==> src/rtl/vme_reg_arbiter2_if.sv <==
// Bundles the two requester ports and the shared register-slave port of vme_reg_arbiter2.
// The master modport is the arbiter's view; the slave modport is the surrounding environment.
interface vme_reg_arbiter2_if #(
  parameter int ADDR_W = 4,
  parameter int DATA_W = 16
) ();

  // Requester 0
  logic [ADDR_W-1:0] m0_addr;
  logic [DATA_W-1:0] m0_wdata;
  logic              m0_rd;
  logic              m0_wr;
  logic [DATA_W-1:0] m0_rdata;
  logic              m0_done;
  logic              m0_err;

  // Requester 1
  logic [ADDR_W-1:0] m1_addr;
  logic [DATA_W-1:0] m1_wdata;
  logic              m1_rd;
  logic              m1_wr;
  logic [DATA_W-1:0] m1_rdata;
  logic              m1_done;
  logic              m1_err;

  // Shared register slave
  logic [ADDR_W-1:0] s_addr;
  logic [DATA_W-1:0] s_wdata;
  logic              s_rd_mem;
  logic              s_wr_mem;
  logic [DATA_W-1:0] s_rdata;
  logic              s_rd_done;
  logic              s_wr_done;

  logic [1:0]        grant;

  modport master (
    input  m0_addr, m0_wdata, m0_rd, m0_wr,
    output m0_rdata, m0_done, m0_err,
    input  m1_addr, m1_wdata, m1_rd, m1_wr,
    output m1_rdata, m1_done, m1_err,
    output s_addr, s_wdata, s_rd_mem, s_wr_mem,
    input  s_rdata, s_rd_done, s_wr_done,
    output grant
  );

  modport slave (
    output m0_addr, m0_wdata, m0_rd, m0_wr,
    input  m0_rdata, m0_done, m0_err,
    output m1_addr, m1_wdata, m1_rd, m1_wr,
    input  m1_rdata, m1_done, m1_err,
    input  s_addr, s_wdata, s_rd_mem, s_wr_mem,
    output s_rdata, s_rd_done, s_wr_done,
    input  grant
  );

endinterface

==> src/rtl/vme_reg_arbiter2.sv <==
// Two-requester round-robin arbiter in front of one register slave.
// One transaction in flight; a WAIT-state timer turns a missing ack into an error completion.
module vme_reg_arbiter2 #(
  parameter int ADDR_W  = 4,
  parameter int DATA_W  = 16,
  parameter int TIMEOUT = 15
) (
  input logic                clk,
  input logic                rst_n,
  vme_reg_arbiter2_if.master bus
);

  typedef enum logic [1:0] {
    S_IDLE,
    S_ISSUE,
    S_WAIT,
    S_RESP
  } state_e;

  localparam logic [7:0] TIMEOUT_C = 8'(TIMEOUT);

  state_e            state_q;
  logic [1:0]        grant_q;
  logic              sel_q;
  logic              wr_q;
  logic              last_q;
  logic [ADDR_W-1:0] addr_q;
  logic [DATA_W-1:0] wdata_q;
  logic              rd_strb_q;
  logic              wr_strb_q;
  logic [7:0]        timer_q;
  logic [1:0]        done_q;
  logic [1:0]        err_q;
  logic [DATA_W-1:0] rdata0_q;
  logic [DATA_W-1:0] rdata1_q;

  logic              req0;
  logic              req1;
  logic              pick1;
  logic              pick_wr;
  logic              ack;
  logic              timeout;
  logic              upd_rdata;
  logic [7:0]        timer_d;
  logic [DATA_W-1:0] rdata_d;

  always_comb begin
    req0      = bus.m0_rd | bus.m0_wr;
    req1      = bus.m1_rd | bus.m1_wr;
    // On a tie the requester that did not finish last wins; last_q=1 favours m0.
    pick1     = req1 & (~req0 | ~last_q);
    pick_wr   = pick1 ? bus.m1_wr : bus.m0_wr;
    ack       = wr_q ? bus.s_wr_done : bus.s_rd_done;
    timer_d   = timer_q + 8'd1;
    timeout   = (timer_d == TIMEOUT_C);
    rdata_d   = ack ? bus.s_rdata : '1;
    // Writes leave the read-data register alone unless they time out.
    upd_rdata = ~ack | ~wr_q;
  end

  always_ff @(posedge clk) begin
    if (!rst_n) begin
      state_q   <= S_IDLE;
      grant_q   <= '0;
      sel_q     <= 1'b0;
      wr_q      <= 1'b0;
      last_q    <= 1'b1;
      addr_q    <= '0;
      wdata_q   <= '0;
      rd_strb_q <= 1'b0;
      wr_strb_q <= 1'b0;
      timer_q   <= '0;
      done_q    <= '0;
      err_q     <= '0;
      rdata0_q  <= '0;
      rdata1_q  <= '0;
    end else begin
      rd_strb_q <= 1'b0;
      wr_strb_q <= 1'b0;
      done_q    <= '0;
      err_q     <= '0;
      unique case (state_q)
        S_IDLE: begin
          if (req0 | req1) begin
            sel_q     <= pick1;
            grant_q   <= pick1 ? 2'b10 : 2'b01;
            addr_q    <= pick1 ? bus.m1_addr : bus.m0_addr;
            wdata_q   <= pick1 ? bus.m1_wdata : bus.m0_wdata;
            wr_q      <= pick_wr;
            // Strobe is registered here so it is high exactly for the ISSUE cycle.
            wr_strb_q <= pick_wr;
            rd_strb_q <= ~pick_wr;
            state_q   <= S_ISSUE;
          end
        end
        S_ISSUE: begin
          timer_q <= '0;
          state_q <= S_WAIT;
        end
        S_WAIT: begin
          if (ack || timeout) begin
            done_q[sel_q] <= 1'b1;
            err_q[sel_q]  <= ~ack;
            if (upd_rdata) begin
              if (sel_q) rdata1_q <= rdata_d;
              else       rdata0_q <= rdata_d;
            end
            state_q <= S_RESP;
          end else begin
            timer_q <= timer_d;
          end
        end
        S_RESP: begin
          last_q  <= sel_q;
          grant_q <= '0;
          state_q <= S_IDLE;
        end
        default: state_q <= S_IDLE;
      endcase
    end
  end

  assign bus.m0_rdata = rdata0_q;
  assign bus.m0_done  = done_q[0];
  assign bus.m0_err   = err_q[0];
  assign bus.m1_rdata = rdata1_q;
  assign bus.m1_done  = done_q[1];
  assign bus.m1_err   = err_q[1];
  assign bus.s_addr   = addr_q;
  assign bus.s_wdata  = wdata_q;
  assign bus.s_rd_mem = rd_strb_q;
  assign bus.s_wr_mem = wr_strb_q;
  assign bus.grant    = grant_q;

endmodule

==> src/flat_wrapper.sv <==
// flat-port wrapper written by rule: the top's interface ports become plain ports
module vme_reg_arbiter2_flat 
#(
  parameter int ADDR_W  = 4,
  parameter int DATA_W  = 16,
  parameter int TIMEOUT = 15
)
  (clk, rst_n, bus_m0_addr, bus_m0_wdata, bus_m0_rd, bus_m0_wr, bus_m0_rdata, bus_m0_done, bus_m0_err, bus_m1_addr, bus_m1_wdata, bus_m1_rd, bus_m1_wr, bus_m1_rdata, bus_m1_done, bus_m1_err, bus_s_addr, bus_s_wdata, bus_s_rd_mem, bus_s_wr_mem, bus_s_rdata, bus_s_rd_done, bus_s_wr_done, bus_grant);
  vme_reg_arbiter2_if #(.ADDR_W(ADDR_W), .DATA_W(DATA_W)) bus_i ();
  input logic clk;
  input logic rst_n;
  input wire logic [$bits(bus_i.m0_addr)-1:0] bus_m0_addr;
  input wire logic [$bits(bus_i.m0_wdata)-1:0] bus_m0_wdata;
  input wire logic [$bits(bus_i.m0_rd)-1:0] bus_m0_rd;
  input wire logic [$bits(bus_i.m0_wr)-1:0] bus_m0_wr;
  output wire logic [$bits(bus_i.m0_rdata)-1:0] bus_m0_rdata;
  output wire logic [$bits(bus_i.m0_done)-1:0] bus_m0_done;
  output wire logic [$bits(bus_i.m0_err)-1:0] bus_m0_err;
  input wire logic [$bits(bus_i.m1_addr)-1:0] bus_m1_addr;
  input wire logic [$bits(bus_i.m1_wdata)-1:0] bus_m1_wdata;
  input wire logic [$bits(bus_i.m1_rd)-1:0] bus_m1_rd;
  input wire logic [$bits(bus_i.m1_wr)-1:0] bus_m1_wr;
  output wire logic [$bits(bus_i.m1_rdata)-1:0] bus_m1_rdata;
  output wire logic [$bits(bus_i.m1_done)-1:0] bus_m1_done;
  output wire logic [$bits(bus_i.m1_err)-1:0] bus_m1_err;
  output wire logic [$bits(bus_i.s_addr)-1:0] bus_s_addr;
  output wire logic [$bits(bus_i.s_wdata)-1:0] bus_s_wdata;
  output wire logic [$bits(bus_i.s_rd_mem)-1:0] bus_s_rd_mem;
  output wire logic [$bits(bus_i.s_wr_mem)-1:0] bus_s_wr_mem;
  input wire logic [$bits(bus_i.s_rdata)-1:0] bus_s_rdata;
  input wire logic [$bits(bus_i.s_rd_done)-1:0] bus_s_rd_done;
  input wire logic [$bits(bus_i.s_wr_done)-1:0] bus_s_wr_done;
  output wire logic [$bits(bus_i.grant)-1:0] bus_grant;
  assign bus_i.m0_addr = bus_m0_addr;
  assign bus_i.m0_wdata = bus_m0_wdata;
  assign bus_i.m0_rd = bus_m0_rd;
  assign bus_i.m0_wr = bus_m0_wr;
  assign bus_m0_rdata = bus_i.m0_rdata;
  assign bus_m0_done = bus_i.m0_done;
  assign bus_m0_err = bus_i.m0_err;
  assign bus_i.m1_addr = bus_m1_addr;
  assign bus_i.m1_wdata = bus_m1_wdata;
  assign bus_i.m1_rd = bus_m1_rd;
  assign bus_i.m1_wr = bus_m1_wr;
  assign bus_m1_rdata = bus_i.m1_rdata;
  assign bus_m1_done = bus_i.m1_done;
  assign bus_m1_err = bus_i.m1_err;
  assign bus_s_addr = bus_i.s_addr;
  assign bus_s_wdata = bus_i.s_wdata;
  assign bus_s_rd_mem = bus_i.s_rd_mem;
  assign bus_s_wr_mem = bus_i.s_wr_mem;
  assign bus_i.s_rdata = bus_s_rdata;
  assign bus_i.s_rd_done = bus_s_rd_done;
  assign bus_i.s_wr_done = bus_s_wr_done;
  assign bus_grant = bus_i.grant;
  vme_reg_arbiter2 #(.ADDR_W(ADDR_W), .DATA_W(DATA_W), .TIMEOUT(TIMEOUT)) u_core (.clk(clk), .rst_n(rst_n), .bus(bus_i));
endmodule
==> config.mk <==
export PLATFORM = sky130hd
export DESIGN_NAME = vme_reg_arbiter2_flat
export DESIGN_NICKNAME = d
export VERILOG_FILES = /design/src/rtl/vme_reg_arbiter2_if.sv /design/src/rtl/vme_reg_arbiter2.sv /design/src/flat_wrapper.sv
export SDC_FILE = /design/constraint.sdc
export NUM_CORES = 1
export LEC_CHECK = 0
export ABC_AREA = 1
export BUFFER_PORTS_ARGS = -buffer_cell sky130_fd_sc_hd__clkbuf_2
export CAP_MARGIN = 20
export CORE_ASPECT_RATIO = 0.8
export CORE_MARGIN = 2
export CORE_UTILIZATION = 30
export CTS_CLUSTER_SIZE = 25
export DETAILED_ROUTE_END_ITERATION = 8
export PLACE_DENSITY_LB_ADDON = 0.05
export SLEW_MARGIN = 10
export SYNTH_ARGS = -nofsm -noshare
export SYNTH_HDL_FRONTEND = slang
export SYNTH_SLANG_ARGS = --single-unit
==> constraint.sdc <==
create_clock -name clk -period 2.1 [get_ports clk]
set_clock_uncertainty 0.1 [all_clocks]
set_input_delay 0.315 -clock clk [delete_from_list [all_inputs] [get_ports clk]]
set_output_delay 0.315 -clock clk [all_outputs]
set_load 0.02 [all_outputs]
* Yosys cells after proc, flatten, opt, wreduce, memory -nomap -nowiden
Index checks and enable logic that the tools add are counted.
** Word-level totals
- Register bits after elaboration :: 73
- Logic and storage cells :: 65
** Operators by class
- $add $sub $neg :: 1
- Muxes and demuxes :: 15
- Bitwise gates (word level) :: 13
- $lt $le $gt $ge :: 2
- Reduce and logical (&&, ||, !) cells :: 13
- Eq/ne operators :: 7
** Operators with widths (count)
- $mux 16 :: 2
- $pmux 8 s2 :: 1
- $add 8x1->8 const B :: 1
- $eq 8x4->1 const B :: 1
- $mux 2 :: 4
- $mux 8 :: 1
- $pmux 2 s4 :: 1
- $reduce_and 2->1 :: 4
- $reduce_and 4->1 :: 2
- $not 1->1 :: 6
- $reduce_and 3->1 :: 2
- $or 1x1->1 :: 5
- $eq 2x2->1 const B :: 2
- $mux 4 :: 1
- $ne 2x1->1 const B :: 2
- $pmux 2 s2 :: 1
- $reduce_bool 2->1 :: 2
- $mux 1 :: 3
- $and 2x2->2 :: 1
- $eq 2x1->1 const B :: 1
- $logic_not 2->1 :: 1
- $lt 1x2->1 const B :: 1
- $ne 2x2->1 const B :: 1
- $and 1x1->1 :: 1
- 4 further kinds :: 4

* Logic depth before layout (Yosys ltp)
Gate-level depths: netlist (run 1).
- Word-level depth :: 7
- Gate-level depth with buffers :: 12

* Worst setup path before layout (run 1)
OpenSTA, ideal clock, no wires.
- Path kind :: flip-flop to flip-flop
- Start :: register u_core.timer_q[1]
- End :: register u_core.rdata1_q[10] (netlist: u_core.bus.m1_rdata[10])
- Arrival time :: 1589 ps
- Data required time :: 1868 ps
- Cell stages (with the launch flop) :: 12
- Slack :: 279 ps
- Path buffers :: 1
- Clock period less this slack :: 1821 ps
- Cells stage by stage :: dfxtp_1 > ha_1 > nand3_1 > o21bai_2 > nand2_1 > nor2_2 > nand3_2 > nand2_8 > nand3_4 > buf_6 > nand2_1 > a21oi_1
** On the way
- Longest elaborated chain between the ends :: 4
** RTL lines
- start: declaration :: line vme_reg_arbiter2.sv:31 : logic [7:0] timer_q;
- start signal: assignment :: line vme_reg_arbiter2.sv:110 : timer_q <= timer_d;
- $add 8x1->8 :: line vme_reg_arbiter2.sv:54 : timer_d = timer_q + 8'd1;
- $eq 8x4->1 :: line vme_reg_arbiter2.sv:55 : timeout = (timer_d == TIMEOUT_C);
- $logic_or 1x1->1 :: line vme_reg_arbiter2.sv:101 : if (ack || timeout) begin
- $reduce_and 4->1 (no source line)
- end signal: assignment :: line vme_reg_arbiter2.sv:105 : if (sel_q) rdata1_q <= rdata_d;
- end: declaration :: line vme_reg_arbiter2.sv:35 : logic [DATA_W-1:0] rdata1_q;
Every way passes these cells.
A chain may end at the register's enable or synchronous reset.

* Final worst setup path (run 1)
- Start :: register u_core.timer_q[1]
- End :: register u_core.rdata0_q[8] (netlist: u_core.bus.m0_rdata[8])
** On the way
- Longest elaborated chain between the ends :: 4
** RTL lines
- $add 8x1->8 :: line vme_reg_arbiter2.sv:54
- $eq 8x4->1 :: line vme_reg_arbiter2.sv:55
- $logic_or 1x1->1 :: line vme_reg_arbiter2.sv:101
- $reduce_and 4->1 (no source line)
- end signal: assignment :: line vme_reg_arbiter2.sv:106 : else rdata0_q <= rdata_d;
- end: declaration :: line vme_reg_arbiter2.sv:34 : logic [DATA_W-1:0] rdata0_q;
Every way passes these cells.

==> flow_summary.ini, run 1 <==
[global_routing]
grt_max_degree = 26
grt_antenna_before_repair = 0
grt_pass1_vias = 3102
grt_pass1_wl_um = 15700
grt_use_total_pct = 16.6
grt-ovfl-total = 0

[job]
maxCapViolations = 0

[placed_design]
place.port_buffers = 123
placed_area_um2 = 4130
dp_hpwl_um = 6880
gp_congestion = 0.801

[routing]
ant_nets = 0
vias_per_cell = 4.67
dr.first_iter.drc_count = 270
wirelength_um = 9890
drc = 0
routedWlPerCell_um = 14.0
dr.pass1.iters = 4
routed-via-count = 3308

[logic_synthesis]
synth_edf_count = 0
syn_nets = 497
synth_cell_type_count = 37
synth-seq-cells = 73
synthArstFlopShare_pct = 0
seq_area_frac_synth_pct = 43.7
ys_warn_count = 0
syn_inst = 428
synth_area_um2 = 3340
syn_avg_cell_area_um2 = 7.81
ys.flop_type = dfxtp_1

[sta]
drv_slew = 0
setup_tns_ns = 0
max_freq_mhz = 489
slew_headroom_pct = 60.1
period_share_pct = 97.4
worstMarginPinSlew_ns = 0.598
period_needed_ns = 2.05
setup_viol = 0
hold_violations = 0
rsz0062_at_grt = true
whs_ns = 0.114

[finish]
n_antenna_cell = 0
fin_area_um2 = 4520
syn_to_final_growth_pct = 35.1
nNetsFinal = 629
drive_gt1_share_pct = 36.9
final_cell_mix = clkbuf_2 (123), nand2_1 (114), dfxtp_1 (71)
layout_commonest_cell = clkbuf_2

[power]
p_per_area_nw_per_um2 = 1140
p_leak_uw = 0.00191
power_frac_comb_pct = 39.1
p_total_uw = 5130
p_int_uw = 3140
p_sw_uw = 1990
pwr-share-clk_pct = 27.0
p_seq_share_pct = 34.0
ir_drop_uv = 408
swShare_pct = 38.8

[clock_tree]
clk_latency_ns = 0.33
clk_pin_slew_worst_paths_ns = 0.06
cts_buffers = 9
cts_root_buffer = clkbuf_16
h-tree-depth = 3
holdBufCountCts = 0
cts_max_path_buffers = 2
cts_tree = built
clock_sinks = 73

[critical_path]
cpMaxStageDelayCell = dfxtp_4
crit_path_max_incr_delay_ns = 0.36
cp-end-kind = register
crit_buf_inv = 2
path_cells = ha_2 > nand2_1 > inv_1 > nor2_1 > nand3_2 > nor2_2 > nand3_2 > nand2_8 > buf_4 > nand3_2 > nand2_1 > a21oi_1
cp.required_ns = 2.22
critical_path_class = register to register
path_max_fanout = 8
cp_data_arrival_time_ns = 2.16
critical-path-top-delay-family = simple AND/OR/NAND/NOR gates
start_kind = register
crit_path_frequent_cell = nand3_2

[floorplanning]
initial_utilization_pct = 30.8
dieWidth_um = 122
dieArea_um2 = 12000
die_h_um = 98.4
core-area_um2 = 10800
io_pins = 124
fp-row-count = 34

[status]
status = finished, final reports clean

[hold_path]
hold_path.class = input pin to register
[cell type report]
cell class / count / area, um2
multi-input combinational: 308 / 1680
timing repair buffer: 146 / 851
inverter: 22 / 82.6
clock inverter: 4 / 20.0
tap: 144 / 180
sequential: 73 / 1470
fill: 1148 / 6330
clock buffer: 11 / 243
[final timing paths]
path,cells past startpoint,startpoint,end,slack [ns]
setup / recovery,12,u_core.timer_q[1],u_core.bus.m0_rdata[8],0.05
hold / removal,3,bus_m0_wdata[2],u_core.bus.s_wdata[2],0.11
setup reg to reg,12,u_core.timer_q[1],u_core.bus.m0_rdata[8],0.05
hold reg to reg,2,u_core.bus.m1_rdata[11],u_core.bus.m1_rdata[11],0.36
[repair_timing]
item                       in CTS  in global routing
setup endpoints to repair       0                 40
resized for setup               0                 12
setup buffers                   0                  8
[routing by layer]
layer / vias to the layer above / wire, um / track usage, %
met5: - / 0 / 0
met4: 0 / 93 / 3.71
met3: 8 / 747 / 5.90
met2: 101 / 4220 / 24.2
met1: 1475 / 4820 / 23.4
li1: 1724 / - / -
[registers in the layout, indices dropped and copies added, names as in the netlist, 2 cells and up]
name and flops:
u_core.state_q 2, u_core.timer_q 8, u_core.bus.s_addr 4, u_core.bus.s_wdata 16
u_core.bus.m0_rdata 16, u_core.done_q 2, u_core.err_q 2, u_core.bus.m1_rdata 16
u_core.bus.grant 2
[tightest hold or removal path, delay by kind of cell]
family	cells	cell delay, ns
and+or+nand+nor	2	0.12
buffers and inverters	1	0.08
[stage by stage]
step           cells  util [%]  worst slack (ns)
6_report         708      41.6            0.0543
2_1_floorplan    428         -             0.279
5_1_grt          708      41.6           -0.0283
4_1_cts          698      40.5            0.0550
3_5_place_dp     683      38.1            0.0681
3_3_place_gp     683      38.1             0.119
[power by group through the flow]
stage          Combinational [uW]  Sequential (uW)  Clock [uW]
6_report                     2000             1740        1380
2_1_floorplan                1080             1990           0
3_3_place_gp                 1920             1770           0
3_5_place_dp                 1910             1770           0
5_1_grt                      2190             1770        1490
4_1_cts                      1920             1740        1430
[cell usage after synthesis (2+ instances only)]
library cell	instances	area (um2)
buf_2	5	25.0
o21ai_0	5	25.0
a22oi_1	2	15.0
nand2_1	115	432
inv_1	19	71.3
nor2_1	15	56.3
or2_2	16	100
a21oi_1	48	240
nand3_1	29	145
ha_1	5	62.6
buf_8	3	45.0
nand3_2	2	20.0
clkinv_1	2	7.51
nand2_8	3	60.1
nand3_4	2	35.0
dfxtp_1	73	1460
a31oi_1	15	93.8
clkbuf_1	12	45.0
nand4_1	33	206
buf_6	3	33.8
nor2_2	4	25.0
nor3_4	2	32.5
[cell families (layout without fill, tap and decap cells)]
logic type | Yosys count | in the layout | share of synthesized area, %
flip-flops | 73 | 73 | 43.7
AO/OA/AOI/OAI | 77 | 77 | 12.8
adder cells (fa/ha/maj) | 5 | 5 | 1.87
buffers and inverters | 49 | 183 | 7.63
AND/OR/NAND/NOR | 224 | 226 | 33.9
Power figures use the tool's default switching activity.
==> run 2: changes to the inputs <==
- clock period: 2.1 -> 2.7 ns (I/O delays scaled with it)
==> flow_summary.ini, run 2 (same netlist as run 1, synthesis figures left out) <==
[floorplanning]
dieArea_um2 = 12000
initial_utilization_pct = 30.8
io_pins = 124
fp-row-count = 34
dieWidth_um = 122
die_h_um = 98.4
core-area_um2 = 10800

[global_routing]
globalRouteMet2Util_pct = 24.5
top_usage_layer = met2
grt-ovfl-total = 0
grt_pass1_wl_um = 15500
met1_usage_pct = 21.9
grt_antenna_before_repair = 0
grt_use_met3_pct = 5.90
grt_use_total_pct = 16.3
grt_pass1_vias = 3128
grt_max_degree = 36

[routing]
vias_per_cell = 4.75
ant_nets = 0
routedWlPerCell_um = 13.7
dr.pass1.iters = 4
drc = 0
dr.first_iter.drc_count = 213
wirelength_um = 9470
routed-via-count = 3298

[finish]
final_cell_mix = clkbuf_2 (123), nand2_1 (115), dfxtp_1 (73)
n_antenna_cell = 0
final_util_pct = 40.3
syn_to_final_growth_pct = 30.6
fillers = 1147
nNetsFinal = 614
layout_commonest_cell = clkbuf_2
drive_gt1_share_pct = 33.6

[critical_path]
cp-end-kind = register
r2r_cells = 11
setup.worst_path.end = u_core.bus.m0_rdata[5]
cp_data_arrival_time_ns = 2.21
critical_path_class = register to register
ff2ff_setup_slack_ns = 0.60
crit_start = u_core.timer_q[1]
cp.required_ns = 2.81
r2r_start = u_core.timer_q[1]
reg2reg_to = u_core.bus.m0_rdata[5]
path_max_fanout = 35
start_kind = register

[clock_tree]
post_cts_buffers = 0
cts_resized = 0
holdBufCountCts = 0
clock_sinks = 73
clk_latency_ns = 0.33
cts_tree = built
cts_max_path_buffers = 2
cts_buffers = 9
h-tree-depth = 3
cts_root_buffer = clkbuf_16
clk_pin_slew_worst_paths_ns = 0.06

[sta]
drv_slew = 0
period_share_pct = 77.8
worstMarginPinSlew_ns = 0.504
slew_headroom_pct = 66.3
max_freq_mhz = 476
period_needed_ns = 2.10
setup_tns_ns = 0
hold_violations = 0
setup_viol = 0
rsz0062_at_grt = false

[power]
ir_drop_uv = 399
p_per_area_nw_per_um2 = 924
p_leak_uw = 0.00184

[hold_path]
hold_path.class = input pin to register

[job]
maxCapViolations = 0

[placed_design]
gp_congestion = 0.798
dp_hpwl_um = 6860
place.port_buffers = 123

[status]
status = finished, final reports clean
## run 2: per-stage QoR
step                cell area (um2)  power [uW]  cells  hold WS, ns  setup slack, ns
global route                   4370        4280    694        0.210            0.385
floorplan                      3340        2390    428        0.340            0.879
global placement               4050        2790    678        0.350            0.613
detailed placement             4050        2780    678        0.354            0.601
CTS                            4370        4090    694        0.201            0.585
finish                         4370        4030    694        0.207            0.599
## run 2: worst min path at each step
stage,cells after the start,to,slack (ns),from
2_1_floorplan,2,u_core.last_q,0.34,u_core.last_q
3_3_place_gp,2,u_core.bus.m0_rdata[2],0.35,u_core.bus.m0_rdata[2]
3_5_place_dp,2,u_core.bus.m0_rdata[4],0.35,u_core.bus.m0_rdata[4]
4_1_cts,3,u_core.bus.s_wdata[2],0.20,bus_m0_wdata[2]
5_1_grt,3,u_core.bus.s_wdata[8],0.21,bus_m0_wdata[8]
6_report,3,u_core.bus.s_wdata[8],0.21,bus_m0_wdata[8]
## run 2: per-layer routing
metal	vias to the layer above	share of wire (%)
met1	1488	47
met2	102	44
met5	-	0
li1	1695	-
met4	0	1.6
met3	13	7.5
## run 2: critical path, stage by stage, from the launching register on
cell     delay (ns)
dfxtp_1        0.34
ha_1           0.21
nand2_1        0.09
inv_1          0.05
nor2_1         0.12
nand3_2        0.09
nor2_2         0.14
nand3_2        0.15
nand2_8        0.24
nand3_4        0.24
nand2_1        0.13
a21oi_1        0.07
## run 2: layout make-up
type	count	area, um2	share of cell area [%]
clock buffer	10	229	5.24
clock inverter	6	92.6	2.12
multi-input combinational	306	1630	37.3
timing repair buffer	133	691	15.8
tap	144	180	4.13
inverter	22	82.6	1.89
sequential	73	1460	33.5
## run 2: power breakdown
part / leakage [uW] / total (uW) / switching [uW] / internal (uW)
combinational: 0.00110 / 1390 / 953 / 438
clock: 0.000149 / 1290 / 477 / 813
sequential: 0.000594 / 1350 / 98.7 / 1250
total: 0.00184 / 4030 / 1530 / 2510
==> run 3: changes to the inputs <==
- ABC_AREA: 1 -> 0
- clock period: 2.7 -> 1.9 ns (I/O delays scaled with it)
==> flow_summary.ini, run 3 <==
[status]
status = finished, violations left
violations = negative setup slack

[logic_synthesis]
synth_area_leaders = dfxtp_1 (50%), a222oi_1 (5.4%), nor2b_1 (3.8%), o221a_1 (3.8%), a21oi_1 (3.7%)
synthArstFlopShare_pct = 0
seq_area_frac_synth_pct = 49.5
syn_nets = 368
synth_cell_type_count = 41
synth_edf_count = 0
netlist.area_leader.share_pct = 49.5
synth_area_leader_cell = dfxtp_1
syn_inst = 299
synth.most_common_cell = dfxtp_1
ys.flop_type = dfxtp_1
ys_warn_count = 0
syn_avg_cell_area_um2 = 9.87
synth_area_um2 = 2950
synth_common_cells = dfxtp_1 (73), inv_1 (27), a21oi_1 (22)
synth-seq-cells = 73

[global_routing]
grt-ovfl-total = 0
grt_use_met3_pct = 6.22
met1_usage_pct = 19.8
globalRouteMet2Util_pct = 23.2
grt_pass1_wl_um = 12500
grt_antenna_before_repair = 0
grt_pass1_vias = 2519
grt_use_total_pct = 15.2
top_usage_layer = met2
grt_max_degree = 37

[clock_tree]
cts_max_path_buffers = 2
cts_buffers = 9
clk_pin_slew_worst_paths_ns = 0.06
cts_tree = built
clk_latency_ns = 0.33
cts_root_buffer = clkbuf_16
holdBufCountCts = 0
h-tree-depth = 3
clock_sinks = 73

[critical_path]
cp.required_ns = 2.06
critical_path_class = register to register
cp_data_arrival_time_ns = 2.18
cp-end-kind = register
path_max_fanout = 16
start_kind = register

[placed_design]
dp_hpwl_um = 5880
placed_cells = 550
placed_area_um2 = 3940
gp_congestion = 0.785
place.port_buffers = 123

[sta]
setup_viol = 40
max_freq_mhz = 495
worstMarginPinSlew_ns = 0.357
period_share_pct = 106
drv_slew = 0
period_needed_ns = 2.02
whs_ns = 0.0700
hold_violations = 0
fin_ws_ns = -0.121
slew_headroom_pct = 76.0
rsz0062_at_grt = true

[floorplanning]
initial_utilization_pct = 30.7
dieWidth_um = 115
io_pins = 124
die_h_um = 92.7
core-area_um2 = 9610
fp-row-count = 32
dieArea_um2 = 10600

[routing]
dr.first_iter.drc_count = 138
drc = 0
routedWlPerCell_um = 14.6
wirelength_um = 8310
routed-via-count = 2745
dr.pass1.iters = 5
ant_nets = 0
vias_per_cell = 4.82

[finish]
syn_to_final_growth_pct = 48.3
fin_area_um2 = 4380
fillers = 941
nNetsFinal = 515
n_antenna_cell = 0
layout_commonest_cell = clkbuf_2
layout.cells.non_filler = 569
final_util_pct = 45.5
final_cell_mix = clkbuf_2 (123), dfxtp_1 (67), inv_1 (27)
drive_gt1_share_pct = 48.7

[power]
p_total_uw = 5230
ir_drop_uv = 493
p_leak_uw = 0.00190
p_per_area_nw_per_um2 = 1200

[hold_path]
hold_path.class = input pin to register

[job]
maxCapViolations = 0
-- run 3: layout make-up --
cell class	count	area [um2]	share of cell area [%]
well taps	119	149	3.40
clock buffers	12	246	5.63
inverters	27	101	2.32
clock inverters	3	17.5	0.400
multi-input cells	181	1500	34.2
repair buffers	154	888	20.3
flip-flops and latches	73	1480	33.8
-- run 3: cell families (layout without fill, tap and decap cells) --
group	Yosys count	count (layout)	share of synthesized area, %
flip-flops	73	73	49.5
buffers and inverters	45	196	6.02
AO/OA/AOI/OAI	99	99	26.7
AND/OR/NAND/NOR	69	69	13.2
XOR/XNOR	6	6	1.78
adder cells (fa/ha/maj)	5	5	2.12
multiplexers	2	2	0.679
-- run 3: timing repair --
item,4_1_cts,5_1_grt
pin swaps,4,8
endpoints found under the hold margin,0,0
endpoints found under the setup margin,42,58
gates resized for setup,2,29
setup buffers,3,2
-- run 3: layer usage --
metal  wire (um)  up-vias
met1        4070     1246
met4          66        0
met3         548        5
met5           0        -
met2        3620      100
li1            -     1394
-- run 3: path summary, 6_finish.rpt --
check                              from                      to  slack, ns  cells after the start
setup / recovery      u_core.timer_q[2]  u_core.bus.m1_rdata[2]      -0.12                      7
hold / removal          bus_m0_wdata[8]   u_core.bus.s_wdata[8]       0.07                      3
setup reg to reg      u_core.timer_q[2]  u_core.bus.m1_rdata[2]      -0.12                      7
hold reg to reg   u_core.bus.s_wdata[2]   u_core.bus.s_wdata[2]       0.33                      2
-- run 3: stage by stage --
| step | setup slack, ns | TNS [ns] |
|---|---|---|
| floorplan | -0.163 | -3.22 |
| global placement | -0.152 | -4.86 |
| detailed placement | -0.189 | -5.77 |
| CTS | -0.139 | -3.93 |
| global route | -0.221 | -7.03 |
| finish | -0.121 | -3.24 |
-- run 3: worst max-delay path, stage by stage (launching register included) --
cell	delay, ns
dfxtp_4	0.39
nand3_1	0.12
nor4_2	0.24
o211a_1	0.26
nand3_4	0.11
a2111o_1	0.42
buf_12	0.17
a21oi_1	0.14
-- run 3: report_power, final --
group          internal (uW)  switching [uW]
logic                    710            1060
registers               1790             144
clock network            907             620
total                   3410            1820
